--- src/rtl/dma_sched_pkg.sv ---
// Shared types and constants for the DMA burst scheduler.
package dma_sched_pkg;

  typedef enum logic [1:0] {
    ST_IDLE = 2'd0,
    ST_REQ  = 2'd1,
    ST_XFER = 2'd2
  } state_e;

  localparam int unsigned DEF_BURST_LEN  = 16;
  localparam int unsigned DEF_CAP_BURSTS = 64;
  localparam int unsigned DW             = 16;

  function automatic int unsigned clog2(input int unsigned v);
    int unsigned r;
    r = 0;
    for (int unsigned i = 0; i < 32; i++) begin
      if ((64'd1 << i) < 64'(v)) r = i + 1;
    end
    return r;
  endfunction

endpackage

--- src/rtl/dma_rr_arb.sv ---
// Combinational round-robin picker: first eligible channel at or after ptr_i, wrapping.
module dma_rr_arb
  import dma_sched_pkg::*;
#(
  parameter int unsigned NCH = 2,
  localparam int unsigned IW = (NCH > 1) ? clog2(NCH) : 1
) (
  input  logic [NCH-1:0] elig_i,
  input  logic [IW-1:0]  ptr_i,
  output logic [IW-1:0]  grant_c_o,
  output logic           any_c_o
);

  always_comb begin
    int unsigned idx;
    logic [IW-1:0] idx_w;
    grant_c_o = '0;
    any_c_o   = 1'b0;
    for (int unsigned i = 0; i < NCH; i++) begin
      idx = 32'(ptr_i) + i;
      if (idx >= NCH) idx = idx - NCH;
      idx_w = IW'(idx);
      if (!any_c_o && elig_i[idx_w]) begin
        any_c_o   = 1'b1;
        grant_c_o = idx_w;
      end
    end
  end

endmodule

--- src/rtl/dma_burst_sched.sv ---
// Credit-based round-robin scheduler of SDRAM read bursts into NCH DMA FIFO channels.
module dma_burst_sched
  import dma_sched_pkg::*;
#(
  parameter int unsigned NCH        = 2,
  parameter int unsigned CAP_BURSTS = DEF_CAP_BURSTS,
  parameter int unsigned BURST_LEN  = DEF_BURST_LEN,
  parameter int unsigned CW         = 7,
  localparam int unsigned CHW = (NCH > 1) ? clog2(NCH) : 1
) (
  input  logic            clk_i,
  input  logic            rst_i,
  input  logic [NCH-1:0]  en_i,
  input  logic [NCH-1:0]  src_pend_i,
  input  logic [NCH-1:0]  rd_burst_i,
  output logic            req_o,
  output logic [CHW-1:0]  req_ch_o,
  input  logic            req_ack_i,
  input  logic            src_dv_i,
  input  logic [DW-1:0]   src_d_i,
  output logic [NCH-1:0]  we_o,
  output logic [DW-1:0]   di_o,
  output logic            busy_o,
  output logic [NCH-1:0]  ovf_o
);

  localparam int unsigned     WCW  = clog2(BURST_LEN);
  localparam logic [CW-1:0]   CAP  = CW'(CAP_BURSTS);
  localparam logic [WCW-1:0]  LAST = WCW'(BURST_LEN - 1);

  state_e         state_q, state_d;
  logic [CHW-1:0] ptr_q, ptr_d, req_ch_q, req_ch_d, grant;
  logic [WCW-1:0] cnt_q, cnt_d;
  logic           req_q, req_d, busy_q, busy_d, any_elig;
  logic [NCH-1:0] we_q, we_d, ovf_q, ovf_d, elig, take;
  logic [DW-1:0]  di_q, di_d;
  logic [CW-1:0]  credit_q [NCH];
  logic [CW-1:0]  credit_d [NCH];

  always_comb begin
    elig = '0;
    take = '0;
    for (int unsigned c = 0; c < NCH; c++) begin
      elig[c] = en_i[c] & src_pend_i[c] & (credit_q[c] != '0);
      take[c] = (state_q == ST_REQ) & req_ack_i & (req_ch_q == CHW'(c));
    end
  end

  dma_rr_arb #(.NCH(NCH)) u_arb (
    .elig_i    (elig),
    .ptr_i     (ptr_q),
    .grant_c_o (grant),
    .any_c_o   (any_elig)
  );

  // Credits: disable wins, simultaneous take and release cancel, release at full saturates.
  always_comb begin
    ovf_d = ovf_q;
    for (int unsigned c = 0; c < NCH; c++) begin
      credit_d[c] = credit_q[c];
      if (!en_i[c]) begin
        credit_d[c] = CAP;
        ovf_d[c]    = 1'b0;
      end else if (rd_burst_i[c] && !take[c]) begin
        if (credit_q[c] == CAP) ovf_d[c] = 1'b1;
        else                    credit_d[c] = credit_q[c] + CW'(1);
      end else if (take[c] && !rd_burst_i[c]) begin
        credit_d[c] = credit_q[c] - CW'(1);
      end
    end
  end

  always_comb begin
    state_d  = state_q;
    req_ch_d = req_ch_q;
    ptr_d    = ptr_q;
    cnt_d    = cnt_q;
    we_d     = '0;
    di_d     = di_q;
    case (state_q)
      ST_IDLE: begin
        if (any_elig) begin
          req_ch_d = grant;
          state_d  = ST_REQ;
        end
      end
      ST_REQ: begin
        // An accepted request must be followed through to keep word alignment.
        if (req_ack_i) begin
          ptr_d   = (req_ch_q == CHW'(NCH - 1)) ? '0 : req_ch_q + CHW'(1);
          cnt_d   = '0;
          state_d = ST_XFER;
        end else if (!en_i[req_ch_q]) begin
          state_d = ST_IDLE;
        end
      end
      ST_XFER: begin
        if (src_dv_i) begin
          cnt_d = cnt_q + WCW'(1);
          if (en_i[req_ch_q]) begin
            we_d[req_ch_q] = 1'b1;
            di_d           = src_d_i;
          end
          if (cnt_q == LAST) state_d = ST_IDLE;
        end
      end
      default: state_d = ST_IDLE;
    endcase
    req_d  = (state_d == ST_REQ);
    busy_d = (state_d != ST_IDLE);
  end

  always_ff @(posedge clk_i or posedge rst_i) begin
    if (rst_i) begin
      state_q  <= ST_IDLE;
      ptr_q    <= '0;
      req_ch_q <= '0;
      cnt_q    <= '0;
      req_q    <= 1'b0;
      busy_q   <= 1'b0;
      we_q     <= '0;
      di_q     <= '0;
      ovf_q    <= '0;
      for (int unsigned c = 0; c < NCH; c++) credit_q[c] <= CAP;
    end else begin
      state_q  <= state_d;
      ptr_q    <= ptr_d;
      req_ch_q <= req_ch_d;
      cnt_q    <= cnt_d;
      req_q    <= req_d;
      busy_q   <= busy_d;
      we_q     <= we_d;
      di_q     <= di_d;
      ovf_q    <= ovf_d;
      for (int unsigned c = 0; c < NCH; c++) credit_q[c] <= credit_d[c];
    end
  end

  assign req_o    = req_q;
  assign req_ch_o = req_ch_q;
  assign we_o     = we_q;
  assign di_o     = di_q;
  assign busy_o   = busy_q;
  assign ovf_o    = ovf_q;

endmodule
--- config.mk ---
export PLATFORM = sky130hd
export DESIGN_NAME = dma_burst_sched
export DESIGN_NICKNAME = d
export VERILOG_FILES = /design/src/rtl/dma_sched_pkg.sv /design/src/rtl/dma_rr_arb.sv /design/src/rtl/dma_burst_sched.sv
export SDC_FILE = /design/constraint.sdc
export NUM_CORES = 1
export LEC_CHECK = 0
export CORE_MARGIN = 4
export CORE_UTILIZATION = 51
export CTS_CLUSTER_DIAMETER = 200
export DETAILED_ROUTE_END_ITERATION = 10
export PLACE_DENSITY_LB_ADDON = 0.15
export SYNTH_ARGS = -nofsm -noshare
export SYNTH_HDL_FRONTEND = slang
export SYNTH_SLANG_ARGS = --single-unit
--- constraint.sdc ---
create_clock -name clk_i -period 3.4 [get_ports clk_i]
set_clock_uncertainty 0.15 [all_clocks]
set_input_delay 0.68 -clock clk_i [delete_from_list [all_inputs] [get_ports clk_i]]
set_output_delay 0.68 -clock clk_i [all_outputs]
set_load 0.005 [all_outputs]
==> out/qor.log <==
[detailed_routing] total via count in the routed design 1,775
[global_route] vias in the first global route 1,763
[finish] number of diodes 0
[worst_setup_path] Setup crit end kind flip-flop
[detailed_routing] Post-Route WL 4660 µm
[worst_setup_path] Crit path max-delay family compound AO/OA/AOI/OAI gates
[floorplan] std cell rows 24
[worst_setup_path] type of the worst setup path input port to flip-flop
[min_path] Hold Path Depth 2
[finish] synthesis-to-finish area growth 27.9%
[cts] number of clock sinks 44
[worst_setup_path] worst reg-to-reg setup slack 0.80 ns
[power] static leakage 0.00139 µW
[global_route] number of antenna violations at the first check in global routing 0
[flow_run] max-capacitance violation count 0
[sta] total setup violations reported at the end of the flow 0
[min_path] hold path startpoint ptr_q
[detailed_routing] routed via count divided by cell count 5.46
[yosys] synthesized instance count 216
[cts] clock buffer count from CTS 5
[sta] Max transition margin 0.302
[cts] clock tree from TritonCTS done
[cts] Root Buffer Master sky130_fd_sc_hd__clkbuf_8
[outcome] outcome finished, final reports clean
[yosys] number of register bits inferred by synthesis 44
[floorplan] Die X-Extent 76.1 µm
[sta] Worst Setup Slack, final 0.442 ns
[worst_setup_path] Reg-to-Reg Start state_q[1]
[sta] fin. max-slew vios 0
[floorplan] core area 4410 µm²
[worst_setup_path] CP Depth 9
[detailed_routing] Final ANT Viol Nets 0
[worst_setup_path] Worst R2R End credit_q[5]
[worst_setup_path] arrival time of the worst setup path 2.99 ns
[worst_setup_path] required time at the endpoint of the critical path 3.43 ns
[finish] area of the multi-input gates 1210 µm²
[detailed_routing] Pre-Repair DR Iteration Count 4
[yosys] Yosys top cell by area sky130_fd_sc_hd__dfrtp_1
[placement] Buffers on Ports 48
[detailed_routing] per-cell routed wire length 14.3 µm
[finish] number of standard cells in the final layout excluding fillers 325
[sta] RSZ-0062 raised after global routing false
[sta] post-route worst hold slack 0.339 ns
[yosys] distinct cell type count of the synthesized netlist 48
[global_route] total track usage 0.167
[sta] fin crit share 0.870
[cts] clock edge transition at the registers on the reported setup and hold paths 0.08 ns
[yosys] net count after synthesis 257
[yosys] mean cell area of the mapped netlist 11.0 µm²
[worst_setup_path] critical path's slowest cell sky130_fd_sc_hd__clkdlybuf4s50_1
[global_route] wire length of the first global-routing pass 8110 µm
[sta] fin crit period 2.96 ns
[finish] Layout Utilization 0.685
[yosys] Yosys top cell area share 0.444
[detailed_routing] detailed router's first-iteration violation count 61
[cts] number of gates given a new drive strength after cts 0
[placement] Routability Congestion 0.798
[finish] fraction of final layout cells sized beyond drive strength 1 0.150
[finish] Final Net Count 313
[yosys] yosys warns 0
[cts] H-tree depth 2
[placement] worst setup slack before clock tree synthesis 0.148 ns
[floorplan] Die Height 76.1 µm
[worst_setup_path] critical path fanouts, max 8
[power] VDD IR max 0.000484 V
[min_path] path class of the lowest-slack min-delay path flip-flop to flip-flop
[floorplan] starting density of the core 0.536
[worst_setup_path] kind of start point of the critical path input port
[worst_setup_path] Critical Path, Cell by Cell clkdlybuf4s50_1 > nand4b_1 > nand2_1 > ha_1 > a21oi_1 > a21boi_0 > o21a_1 > or3_1 > a41o_1
[worst_setup_path] maximum cell stage delay along the critical path 0.54 ns
[sta] setup TNS 0 ns
[yosys] Area contributors post-synth sky130_fd_sc_hd__dfrtp_1, sky130_fd_sc_hd__mux2_2, sky130_fd_sc_hd__ha_1
[sta] final hold violation count 0
[cts] Max Root-Sink Buffers 2
[yosys] sequential fraction of the synthesis area 0.466
[worst_setup_path] worst r2r path cells 8
[power] power per standard cell area 784 nW/µm²
[floorplan] area enclosed by the die boundary 5790 µm²
[cts] setup bufs post-CTS 0
[cts] Post-CTS Hold Buffers 0
[min_path] sink of the worst hold path ptr_q
[global_route] gr ovfl total 0
[detailed_routing] number of remaining DRC errors 0
[yosys] area of the mapped netlist 2370 µm²
[cts] worst skew pair latency 0.29 ns
[worst_setup_path] Crit path buffers/inverters 1
[sta] fmax 338 MHz
[finish] count of filler cells inserted in the layout 346
[floorplan] Top Ports 49
[sta] transition time of the tightest slew-check pin 1.04 ns
[finish] register area 1100 µm²
[global_route] largest net degree at the start of global routing 30
[placement] hpwl dp 3470 µm
[placement] number of cells in the design after placement 317
-- state kept, by name (all words and copies together), names as in the netlist --
signal,cells
busy_o,1
cnt_q,4
credit_q,14
di_o,16
ovf_o,2
ptr_q,1
req_ch_o,1
req_o,1
state_q,2
we_o,2
-- synthesized netlist by cell type (all sizes together) --
cell type,instances
buf,2
mux2i,6
dfrtp,42
nand2b,2
or4,2
nand3b,1
xor2,5
and2,3
o21ai,10
o31a,2
nand4bb,1
fa,2
mux2,16
nand4b,1
a21oi,9
ha,13
nor2,15
nand4,1
and3,1
inv,8
o211a,2
nand3,6
dfstp,2
o2111ai,1
a211oi,1
a41o,2
a41oi,1
nand2,17
o211ai,2
o21a,4
nor2b,11
o22a,2
or3,4
o311a,1
a21boi,2
or2,5
xnor2,4
nor3,2
clkbuf,2
o22ai,1
nor4b,1
o311ai,1
-- power by group --
| group | internal [µW] | switching [µW] |
|---|---|---|
| Clock | 165 | 172 |
| Sequential | 736 | 162 |
| Combinational | 658 | 479 |
-- placed cells by master (no fill, tap or decap), types with 2 or more instances in the layout --
master and instances:
sky130_fd_sc_hd__nand2_1 17, sky130_fd_sc_hd__buf_4 5, sky130_fd_sc_hd__xor2_1 5, sky130_fd_sc_hd__or3_1 4, sky130_fd_sc_hd__nor3_1 2, sky130_fd_sc_hd__o21ai_0 7
sky130_fd_sc_hd__nand3_1 5, sky130_fd_sc_hd__mux2_2 16, sky130_fd_sc_hd__o22a_1 2, sky130_fd_sc_hd__o31a_1 2, sky130_fd_sc_hd__a21boi_0 2, sky130_fd_sc_hd__clkbuf_8 6
sky130_fd_sc_hd__o211ai_1 2, sky130_fd_sc_hd__dfrtp_1 42, sky130_fd_sc_hd__a41o_1 2, sky130_fd_sc_hd__xnor2_1 4, sky130_fd_sc_hd__clkdlybuf4s50_1 48, sky130_fd_sc_hd__or2_2 4
sky130_fd_sc_hd__a21oi_1 8, sky130_fd_sc_hd__o21a_1 4, sky130_fd_sc_hd__mux2i_1 6, sky130_fd_sc_hd__o211a_1 2, sky130_fd_sc_hd__fa_1 2, sky130_fd_sc_hd__inv_1 7
sky130_fd_sc_hd__o21ai_2 2, sky130_fd_sc_hd__and2_1 3, sky130_fd_sc_hd__dfstp_2 2, sky130_fd_sc_hd__nor2_1 15, sky130_fd_sc_hd__ha_1 13, sky130_fd_sc_hd__nor2b_1 11
sky130_fd_sc_hd__nand2b_1 2
-- layout make-up --
type / count / area share
flip-flops and latches: 44 / 0.365
clock buffers: 7 / 0.0285
clock inverters: 1 / 0.00248
well taps: 52 / 0.0215
repair buffers: 53 / 0.171
inverters: 8 / 0.00993
multi-input cells: 160 / 0.402
-- stage by stage --
| stage | total power (µW) | cell area, µm² |
|---|---|---|
| 3_5_place_dp | 2050 | 2930 |
| 3_3_place_gp | 2020 | 2930 |
| 2_1_floorplan | 1600 | 2370 |
| 5_1_grt | 2580 | 3030 |
| 6_report | 2370 | 3030 |
| 4_1_cts | 2400 | 3030 |
-- routing by layer --
layer / part of all wire / wire length, µm / global-route usage / vias up
li1: - / - / - / 884
met1: 0.46 / 2160 / 0.219 / 840
met2: 0.47 / 2180 / 0.268 / 42
met3: 0.051 / 236 / 0.0485 / 9
met4: 0.017 / 81 / 0.0490 / 0
met5: 0 / 0 / 0 / -
-- worst max path at each step --
stage                          from      endpoint  slack, ns
final                     req_ack_i   credit_q[5]       0.44
after global routing      req_ack_i   credit_q[5]       0.29
after CTS                 req_ack_i   credit_q[5]       0.44
after detailed placement  req_ack_i   credit_q[5]       0.15
after global placement    req_ack_i   credit_q[5]       0.19
after floorplan           req_ack_i  credit_q[12]       0.56
-- kinds of logic after synthesis --
| kind of cell | share of synthesized area |
|---|---|
| and+or+nand+nor | 0.167 |
| DFF | 0.466 |
| AOI/OAI and AO/OA | 0.126 |
| muxes | 0.102 |
| adders and majority gates | 0.0857 |
| buffers and inverters | 0.0201 |
| xor gates and xnor gates | 0.0333 |
-- worst reg2reg max path, stage by stage, from the launching register on --
cell and delay, ns:
sky130_fd_sc_hd__dfrtp_1 0.48, sky130_fd_sc_hd__nand4b_1 0.23, sky130_fd_sc_hd__nand2_1 0.27, sky130_fd_sc_hd__ha_1 0.32, sky130_fd_sc_hd__a21oi_1 0.21, sky130_fd_sc_hd__a21boi_0 0.12, sky130_fd_sc_hd__o21a_1 0.19, sky130_fd_sc_hd__or3_1 0.31
sky130_fd_sc_hd__a41o_1 0.23
Note: power is estimated with default switching activity, not from simulation.
